$ cat config.mk
export PLATFORM = sky130hd
export DESIGN_NAME = svm_inference
export DESIGN_NICKNAME = d
export VERILOG_FILES = /design/src/rtl/svm_pkg.sv /design/src/rtl/svm_mac.sv /design/src/rtl/svm_inference.sv
export SDC_FILE = /design/constraint.sdc
export NUM_CORES = 1
export LEC_CHECK = 0
export BUFFER_PORTS_ARGS = -buffer_cell sky130_fd_sc_hd__buf_2
export CORE_MARGIN = 2
export CORE_UTILIZATION = 57
export DETAILED_ROUTE_END_ITERATION = 16
export PLACE_DENSITY_LB_ADDON = 0.1
export SKIP_LAST_GASP = 1
export SYNTH_ARGS = -nofsm -noshare
export SYNTH_HDL_FRONTEND = slang
export SYNTH_SLANG_ARGS = --single-unit
$ cat constraint.sdc
create_clock -name clk -period 6.6 [get_ports clk]
set_input_delay 0.99 -clock clk [delete_from_list [all_inputs] [get_ports clk]]
set_output_delay 0.99 -clock clk [all_outputs]
set_load 0.05 [all_outputs]
$ cat src/rtl/svm_pkg.sv
// svm_pkg: shared widths, FSM state encoding and default coefficients
// for the linear SVM fall-detection classifier.
//   FEAT_W  : width of one signed Q8.8 feature / weight
//   NFEAT   : number of features per classification
//   PROD_W  : width of one Q16.16 product
//   ACC_W   : accumulator width, wide enough that 7 full-scale products
//             plus the bias can never wrap
package svm_pkg;

    localparam int FEAT_W = 16;
    localparam int NFEAT  = 7;
    localparam int PROD_W = 2 * FEAT_W;
    localparam int ACC_W  = 36;

    typedef enum logic [1:0] {
        S_IDLE = 2'd0,
        S_MAC  = 2'd1,
        S_FIN  = 2'd2
    } state_t;

    localparam logic signed [FEAT_W-1:0] DEF_WEIGHT = 16'sh0100;       // 1.0 in Q8.8
    localparam logic signed [PROD_W-1:0] DEF_BIAS   = -32'sh0003_0000; // -3.0 in Q16.16

endpackage

$ cat src/rtl/svm_mac.sv
// svm_mac: signed 16x16 multiply feeding a registered 36-bit accumulator.
// Ports:
//   i_clk, i_rst  : clock, asynchronous active-high reset
//   i_clear       : synchronous clear of the accumulator (highest priority)
//   i_load        : synchronous load of i_load_val
//   i_en          : accumulate i_a * i_b
//   i_a, i_b      : signed Q8.8 operands
//   i_load_val    : signed value loaded on i_load
//   o_acc         : registered accumulator
module svm_mac
    import svm_pkg::*;
(
    input  logic                     i_clk,
    input  logic                     i_rst,
    input  logic                     i_clear,
    input  logic                     i_load,
    input  logic                     i_en,
    input  logic signed [FEAT_W-1:0] i_a,
    input  logic signed [FEAT_W-1:0] i_b,
    input  logic signed [ACC_W-1:0]  i_load_val,
    output logic signed [ACC_W-1:0]  o_acc
);

    logic signed [PROD_W-1:0] w_prod;
    logic signed [ACC_W-1:0]  w_prod_ext;
    logic signed [ACC_W-1:0]  r_acc;

    // Widen the operands before multiplying so the full 32-bit signed
    // product is kept, then sign-extend into the accumulator width.
    assign w_prod     = PROD_W'(i_a) * PROD_W'(i_b);
    assign w_prod_ext = ACC_W'(w_prod);

    always_ff @(posedge i_clk or posedge i_rst) begin
        if (i_rst) begin
            r_acc <= '0;
        end else if (i_clear) begin
            r_acc <= '0;
        end else if (i_load) begin
            r_acc <= i_load_val;
        end else if (i_en) begin
            r_acc <= r_acc + w_prod_ext;
        end
    end

    assign o_acc = r_acc;

endmodule

$ cat src/rtl/svm_inference.sv
// svm_inference: linear SVM decision stage. On an accepted start the seven
// features are latched, the accumulator is loaded with BIAS, then one
// weight*feature product is accumulated per cycle. The result
// (score > 0) is registered one cycle after the last MAC, with a one-cycle
// done pulse.
// Ports:
//   clk            : clock, rising edge
//   reset_n        : asynchronous reset, ACTIVE-HIGH despite the legacy name
//   start          : request, sampled only while idle
//   feature_0..6   : signed Q8.8 features, captured on the accepted start edge
//   fall_detected  : registered classification, held until the next accepted start
//   done           : one-cycle completion pulse
//   o_dbg_state    : current FSM state, for observation only
// Handshake: start is a request that is honoured only in IDLE; there is no
// back-pressure, a start seen in MAC or FIN is dropped, and done marks the
// single cycle in which fall_detected first carries the new result.
module svm_inference
    import svm_pkg::*;
#(
    parameter logic signed [FEAT_W-1:0] W0   = DEF_WEIGHT,
    parameter logic signed [FEAT_W-1:0] W1   = DEF_WEIGHT,
    parameter logic signed [FEAT_W-1:0] W2   = DEF_WEIGHT,
    parameter logic signed [FEAT_W-1:0] W3   = DEF_WEIGHT,
    parameter logic signed [FEAT_W-1:0] W4   = DEF_WEIGHT,
    parameter logic signed [FEAT_W-1:0] W5   = DEF_WEIGHT,
    parameter logic signed [FEAT_W-1:0] W6   = DEF_WEIGHT,
    parameter logic signed [PROD_W-1:0] BIAS = DEF_BIAS
) (
    input  logic                     clk,
    input  logic                     reset_n,
    input  logic                     start,
    input  logic signed [FEAT_W-1:0] feature_0,
    input  logic signed [FEAT_W-1:0] feature_1,
    input  logic signed [FEAT_W-1:0] feature_2,
    input  logic signed [FEAT_W-1:0] feature_3,
    input  logic signed [FEAT_W-1:0] feature_4,
    input  logic signed [FEAT_W-1:0] feature_5,
    input  logic signed [FEAT_W-1:0] feature_6,
    output logic                     fall_detected,
    output logic                     done,
    output state_t                   o_dbg_state
);

    state_t                    r_state;
    state_t                    w_next_state;
    logic [2:0]                r_idx;
    logic signed [FEAT_W-1:0]  r_feat [NFEAT];
    logic                      r_fall;
    logic                      r_done;

    logic                      w_accept;
    logic                      w_mac_en;
    logic                      w_fin;
    logic signed [FEAT_W-1:0]  w_weight;
    logic signed [FEAT_W-1:0]  w_feature;
    logic signed [ACC_W-1:0]   w_acc;
    logic                      w_positive;

    // Next-state and control decode
    always_comb begin
        w_next_state = r_state;
        w_accept     = 1'b0;
        w_mac_en     = 1'b0;
        w_fin        = 1'b0;
        case (r_state)
            S_IDLE: begin
                if (start) begin
                    w_accept     = 1'b1;
                    w_next_state = S_MAC;
                end
            end
            S_MAC: begin
                w_mac_en = 1'b1;
                if (r_idx == 3'd6) begin
                    w_next_state = S_FIN;
                end
            end
            S_FIN: begin
                w_fin        = 1'b1;
                w_next_state = S_IDLE;
            end
            default: begin
                w_next_state = S_IDLE;
            end
        endcase
    end

    // Operand select for the current MAC step
    always_comb begin
        w_weight  = '0;
        w_feature = '0;
        case (r_idx)
            3'd0: begin w_weight = W0; w_feature = r_feat[0]; end
            3'd1: begin w_weight = W1; w_feature = r_feat[1]; end
            3'd2: begin w_weight = W2; w_feature = r_feat[2]; end
            3'd3: begin w_weight = W3; w_feature = r_feat[3]; end
            3'd4: begin w_weight = W4; w_feature = r_feat[4]; end
            3'd5: begin w_weight = W5; w_feature = r_feat[5]; end
            3'd6: begin w_weight = W6; w_feature = r_feat[6]; end
            default: begin w_weight = '0; w_feature = '0; end
        endcase
    end

    svm_mac u_mac (
        .i_clk      (clk),
        .i_rst      (reset_n),
        .i_clear    (1'b0),
        .i_load     (w_accept),
        .i_en       (w_mac_en),
        .i_a        (w_weight),
        .i_b        (w_feature),
        .i_load_val (ACC_W'(BIAS)),
        .o_acc      (w_acc)
    );

    // Strictly positive: sign bit clear and not all-zero, so a score of
    // exactly zero classifies as no fall.
    assign w_positive = ~w_acc[ACC_W-1] && (w_acc != '0);

    always_ff @(posedge clk or posedge reset_n) begin
        if (reset_n) begin
            r_state <= S_IDLE;
            r_idx   <= '0;
            r_fall  <= 1'b0;
            r_done  <= 1'b0;
            for (int i = 0; i < NFEAT; i++) begin
                r_feat[i] <= '0;
            end
        end else begin
            r_state <= w_next_state;
            r_done  <= w_fin;
            if (w_accept) begin
                r_idx     <= '0;
                r_fall    <= 1'b0;
                r_feat[0] <= feature_0;
                r_feat[1] <= feature_1;
                r_feat[2] <= feature_2;
                r_feat[3] <= feature_3;
                r_feat[4] <= feature_4;
                r_feat[5] <= feature_5;
                r_feat[6] <= feature_6;
            end
            if (w_mac_en) begin
                r_idx <= r_idx + 3'd1;
            end
            if (w_fin) begin
                r_fall <= w_positive;
            end
        end
    end

    assign fall_detected = r_fall;
    assign done          = r_done;
    assign o_dbg_state   = r_state;

endmodule

==> flow_metrics.tcl, run 1 <==
set metrics [dict create \
    outcome "finished, final reports clean" \
    areaGrowthSynthToFinish_pct 15.4 \
    synthTopCellsByCount "nand2_1, dfrtp_1, ha_1, clkbuf_1, a21oi_1" \
    async_flop_share 1.00 \
    max_freq_mhz 194 \
    dpl.hpwl_um 15000 \
    synth_edf_count 0 \
    cts_htree_levels 4 \
    synth_seq_area_share 0.446 \
    path_class "reg2reg" \
    layout-drive-gt1-share 0.162 \
    ant_nets 0 \
    cts_buffers 17 \
    numPortBuffers 118 \
    wl_per_cell_um 17.5 \
    synth_top_area_frac 0.446 \
    clockRootBuffer "clkbuf_16" \
    cp-start-kind "flop" \
    antenna_found_initial 0 \
    grt_pass1_wl_um 35300 \
    drv_cap 0 \
    clk_pin_slew_worst_paths_ns 0.06 \
    rsz0062_at_grt "false" \
    clock-sinks 147 \
    finalCritPeriodShare 0.779 \
    insertion_delay_ns 0.43 \
    avgSynthCellArea_sq_um 8.74 \
    antenna_cells 0 \
    r2r-start "r_idx[1]$_DFFE_PP0P_" \
    grt_max_degree 85 \
    crit_path_end_kind "flop" \
    rows 43 \
    hold_class "reg2reg" \
    core_region_area_sq_mm 0.0140 \
    io_pins 119 \
    cts_buffer_depth 2 \
    grt_pass1_vias 6867 \
    path_max_fanout 22 \
    report.final.setup_viol 0 \
    gp_congestion 0.929 \
    cts_resized 0 \
    worstMarginPinSlew_ns 1.22 \
    r2r_slack_ns 1.46 \
    drt-vias-per-instance 5.80 \
    nets 1238 \
    syn-num-nets 1143 \
    slew_viol_final 0 \
    drc 0 \
    synthTopCellsByArea "dfrtp_1, nand2_1, ha_1, a222oi_1, a21oi_1" \
    slew-limit-headroom 0.187 \
    hold_viol 0 \
    die_w_um 124 \
    dieArea_sq_mm 0.0155 \
    tns_ns 0 \
    crit_arrival_ns 5.43 \
    dr.pass1.iters 8 \
    cts_setup_buffers 0 \
    fin_skew_ns 0.0130 \
    ys.flop_type "dfrtp_1" \
    grt.overflow.total 0 \
    crit_required_ns 6.89 \
    track_usage 0.284 \
    die_y_um 124 \
    r2r-end "u_mac.o_acc[30]$_DFFE_PP0P_" \
    cts_tree "built" \
    ff2ff_path_depth 21 \
    synth-seq-cells 147 \
    synth_cell_types 51 \
    synth_largest_area_cell "dfrtp_1" \
    crit_start "r_idx[1]$_DFFE_PP0P_" \
    holdBufCountCts 0 \
    drt_iter0_markers 771 \
    vias 7134 \
    syn_inst 944 \
    start_util 0.590 \
    period_needed_ns 5.14 \
    ys_warn_count 0 \
    syn_area_sq_mm 0.00825 \
    yosysMostFrequentCell "nand2_1" \
    endpoint "u_mac.o_acc[30]$_DFFE_PP0P_" \
    wl_um 21500 \
]
## worst max-delay path: stages (launching register included)
cell and delay, ns:
dfrtp_1 0.41, inv_1 0.11, ha_1 0.70, buf_4 0.32
a211oi_1 0.10, a21oi_1 0.15, nor2_1 0.06, buf_4 0.19
nor2_1 0.12, ha_1 0.25, ha_1 0.30, ha_1 0.22
inv_1 0.07, fa_1 0.20, nor2b_1 0.07, o31a_1 0.28
o311ai_1 0.36, a21oi_1 0.18, o2111ai_1 0.26, nand2_1 0.10
a2111oi_0 0.45, nor3_1 0.10
## metrics by stage
stage / cell area, sq um / hold WS [ns] / instances / worst slack (ns) / utilization
floorplan: 8250 / 0.445 / 944 / 1.54 / -
global placement: 8960 / 0.457 / 1200 / 1.69 / 0.641
detailed placement: 8960 / 0.464 / 1200 / 1.61 / 0.641
CTS: 9520 / 0.479 / 1231 / 1.58 / 0.681
global route: 9520 / 0.498 / 1231 / 1.09 / 0.681
finish: 9520 / 0.481 / 1231 / 1.46 / 0.681
## placed cells by master, fill, tap and decap left out, types with 7 or more instances in the layout
cell	n
a21o_1	14
xor2_1	9
a222oi_1	27
buf_4	10
nor4_1	7
xnor2_1	13
nand2_1	370
buf_2	118
a21oi_1	42
o21ai_0	36
o211ai_1	7
nor2_1	24
ha_1	83
a221o_1	10
dfrtp_1	147
inv_1	10
nand3_1	18
clkbuf_16	17
## flip-flops by register name, summed over array words and instances, names as in the netlist
register	flops
r_feat	112
r_idx	3
u_mac.o_acc	28
o_dbg_state	2
fall_detected	1
done	1
## worst min-delay path by stage
stage,to,startpoint,depth (start not counted)
global placement,r_feat[58]$_DFFE_PP0P_,r_feat[58]$_DFFE_PP0P_,2
finish,r_feat[95]$_DFFE_PP0P_,r_feat[95]$_DFFE_PP0P_,2
global route,r_feat[87]$_DFFE_PP0P_,r_feat[87]$_DFFE_PP0P_,2
CTS,r_feat[86]$_DFFE_PP0P_,r_feat[86]$_DFFE_PP0P_,2
detailed placement,r_feat[86]$_DFFE_PP0P_,r_feat[86]$_DFFE_PP0P_,2
floorplan,r_feat[111]$_DFFE_PP0P_,r_feat[111]$_DFFE_PP0P_,2
## cells by family (layout without fill, tap and decap cells)
group	after synthesis	count (layout)	synth area share
fa+ha+maj	84	84	0.128
buf+inv	63	170	0.0287
simple gates	450	450	0.219
flops	147	147	0.446
compound gates	171	171	0.146
xor+xnor	22	22	0.0234
mux	7	7	0.00865
## layout make-up
cell class	count	area, sq um
clock buffer	20	457
clock inverter	11	103
fill	1164	4470
inverter	11	46.3
multi-input combinational	734	4340
sequential	147	3680
tap	180	225
timing repair buffer	128	666
## metal layers
metal	up-vias	global-route usage	wire (um)
met5	-	0	0
met4	0	0.0846	429
met3	33	0.0653	1550
met2	295	0.413	9420
met1	3354	0.426	10100
li1	3452	-	-
Power of run 1 is left out: the tool's default activity adds up to more than one toggle a clock period on the data nets, which glitch-free logic cannot reach.
==> run 2: changes to the inputs <==
- clock period: 6.6 -> 4.96 ns (I/O delays scaled with it)
==> run 2 against run 1 <==
  * Non-clock buffer count grew 12
  * Clock skew shrank 0.0045 ns
  * Hold slack is essentially flat
  * Worst setup slack lost 1.2 ns
  * First-iteration DRC count grew 11%
  * Final area grew 1.3%
  * Sequential share of layout area shrank 0.49 points
  * Wire length grew 1.4%
  * Utilization grew 0.89 points
  * Largest cell class unchanged
  * Highest routed layer unchanged
==> flow_metrics.tcl, run 2 (synthesized netlist as in run 1, its figures left out) <==
set metrics [dict create \
    r2r_slack_ns 0.21 \
    core_region_area_sq_mm 0.0140 \
    cts_htree_levels 4 \
    grtUsageMet1 0.444 \
    nets 1250 \
    rsz0062_at_grt "true" \
    antenna_cells 0 \
    busiest_layer "met1" \
    insertion_delay_ns 0.42 \
    max_freq_mhz 211 \
    vias 7226 \
    track_usage 0.291 \
    largest-register "r_feat" \
    layout-drive-gt1-share 0.180 \
    clock-sinks 147 \
    start_util 0.590 \
    finalCritPeriodShare 0.957 \
    crit_path_end_kind "flop" \
    outcome "finished, final reports clean" \
    dpl.hpwl_um 15500 \
    grt.overflow.total 0 \
    hold_class "reg2reg" \
    gr-usage-met2 0.423 \
    grt_pass1_vias 6953 \
    wl_per_cell_um 17.6 \
    antenna_found_initial 0 \
    slew-limit-headroom 0.302 \
    areaGrowthSynthToFinish_pct 16.9 \
    placedCellCount 1209 \
    r2r-start "r_idx[0]$_DFFE_PP0P_" \
    period_needed_ns 4.75 \
    fin_skew_ns 0.00848 \
    dieArea_sq_mm 0.0155 \
    cts_buffer_depth 2 \
    layout.cells.non_filler 1244 \
    wl_um 21800 \
    ant_nets 0 \
    final_cell_mix "nand2_1, dfrtp_1, buf_2" \
    cp-start-kind "flop" \
    crit_arrival_ns 5.09 \
    fillers 1155 \
    grt_max_degree 114 \
    cts_buffers 17 \
    slew_viol_final 0 \
    r2r-end "u_mac.o_acc[33]$_DFFE_PP0P_" \
    worstMarginPinSlew_ns 1.05 \
    io_pins 119 \
    drt_iter0_markers 856 \
    die_w_um 124 \
    clockRootBuffer "clkbuf_16" \
    drt-vias-per-instance 5.81 \
    ff2ff_path_depth 18 \
    endpoint "u_mac.o_acc[33]$_DFFE_PP0P_" \
    layout_commonest_cell "nand2_1" \
    grtUsageMet3 0.0623 \
    rows 43 \
    drc 0 \
    drv_cap 0 \
    clk_pin_slew_worst_paths_ns 0.06 \
    die_y_um 124 \
    numPortBuffers 118 \
    gp_congestion 0.912 \
    dr.pass1.iters 8 \
    hold_viol 0 \
    path_max_fanout 10 \
    grt_pass1_wl_um 36000 \
    crit_start "r_idx[0]$_DFFE_PP0P_" \
    path_class "reg2reg" \
    cts_tree "built" \
    largest_reg_flops 112 \
    crit_required_ns 5.30 \
    report.final.setup_viol 0 \
]
[run 2: worst min path at each step]
| stage | slack, ns | from | to | depth (start not counted) |
|---|---|---|---|---|
| 6_report | 0.48 | r_feat[31]$_DFFE_PP0P_ | r_feat[31]$_DFFE_PP0P_ | 2 |
| 5_1_grt | 0.50 | r_feat[101]$_DFFE_PP0P_ | r_feat[101]$_DFFE_PP0P_ | 2 |
| 3_3_place_gp | 0.46 | r_feat[55]$_DFFE_PP0P_ | r_feat[55]$_DFFE_PP0P_ | 2 |
| 2_1_floorplan | 0.44 | r_feat[111]$_DFFE_PP0P_ | r_feat[111]$_DFFE_PP0P_ | 2 |
| 4_1_cts | 0.48 | r_feat[31]$_DFFE_PP0P_ | r_feat[31]$_DFFE_PP0P_ | 2 |
| 3_5_place_dp | 0.46 | r_feat[31]$_DFFE_PP0P_ | r_feat[31]$_DFFE_PP0P_ | 2 |
[run 2: what timing repair did]
item	4_1_cts	5_1_grt
hold buffers	0	0
resized for setup	0	10
setup endpoints to repair	0	12
setup buffers	0	3
[run 2: final cells by class]
| cell class | instances | area, sq um | area share |
|---|---|---|---|
| flip-flops and latches | 147 | 3680 | 0.382 |
| inverters | 11 | 46.3 | 0.00480 |
| clock buffers | 18 | 429 | 0.0445 |
| multi-input cells | 734 | 4390 | 0.455 |
| well taps | 180 | 225 | 0.0234 |
| repair buffers | 140 | 756 | 0.0784 |
| clock inverters | 14 | 120 | 0.0125 |
[run 2: critical path, stage by stage (launching register included)]
cell      delay [ns]
dfrtp_2         0.42
inv_1           0.09
ha_2            0.26
buf_4           0.19
a222oi_1        0.51
mux2i_1         0.20
a21oi_1         0.16
nor2_1          0.06
ha_1            0.29
ha_1            0.29
ha_1            0.36
and3_4          0.22
a221o_1         0.39
a211oi_2        0.24
nand4b_1        0.25
a21oi_4         0.24
a21oi_2         0.09
o2111a_1        0.24
nor3_2          0.17
[run 2: routing by layer]
layer | vias to the layer above | part of all wire
met5 | - | 0
met4 | 0 | 0.017
met3 | 26 | 0.079
met2 | 303 | 0.43
met1 | 3420 | 0.47
li1 | 3477 | -
[run 2: stage by stage]
step           hold slack (ns)  instance area (sq um)  setup TNS, ns  utilization  setup slack (ns)
2_1_floorplan            0.445                   8260       -0.00494            -          -0.00494
3_3_place_gp             0.459                   9030              0        0.646             0.248
3_5_place_dp             0.463                   9030              0        0.646            0.0860
4_1_cts                  0.478                   9580              0        0.685            0.0340
5_1_grt                  0.499                   9640        -0.0485        0.689           -0.0265
6_report                 0.481                   9640              0        0.689             0.213
Power of run 2 is left out for the same reason.
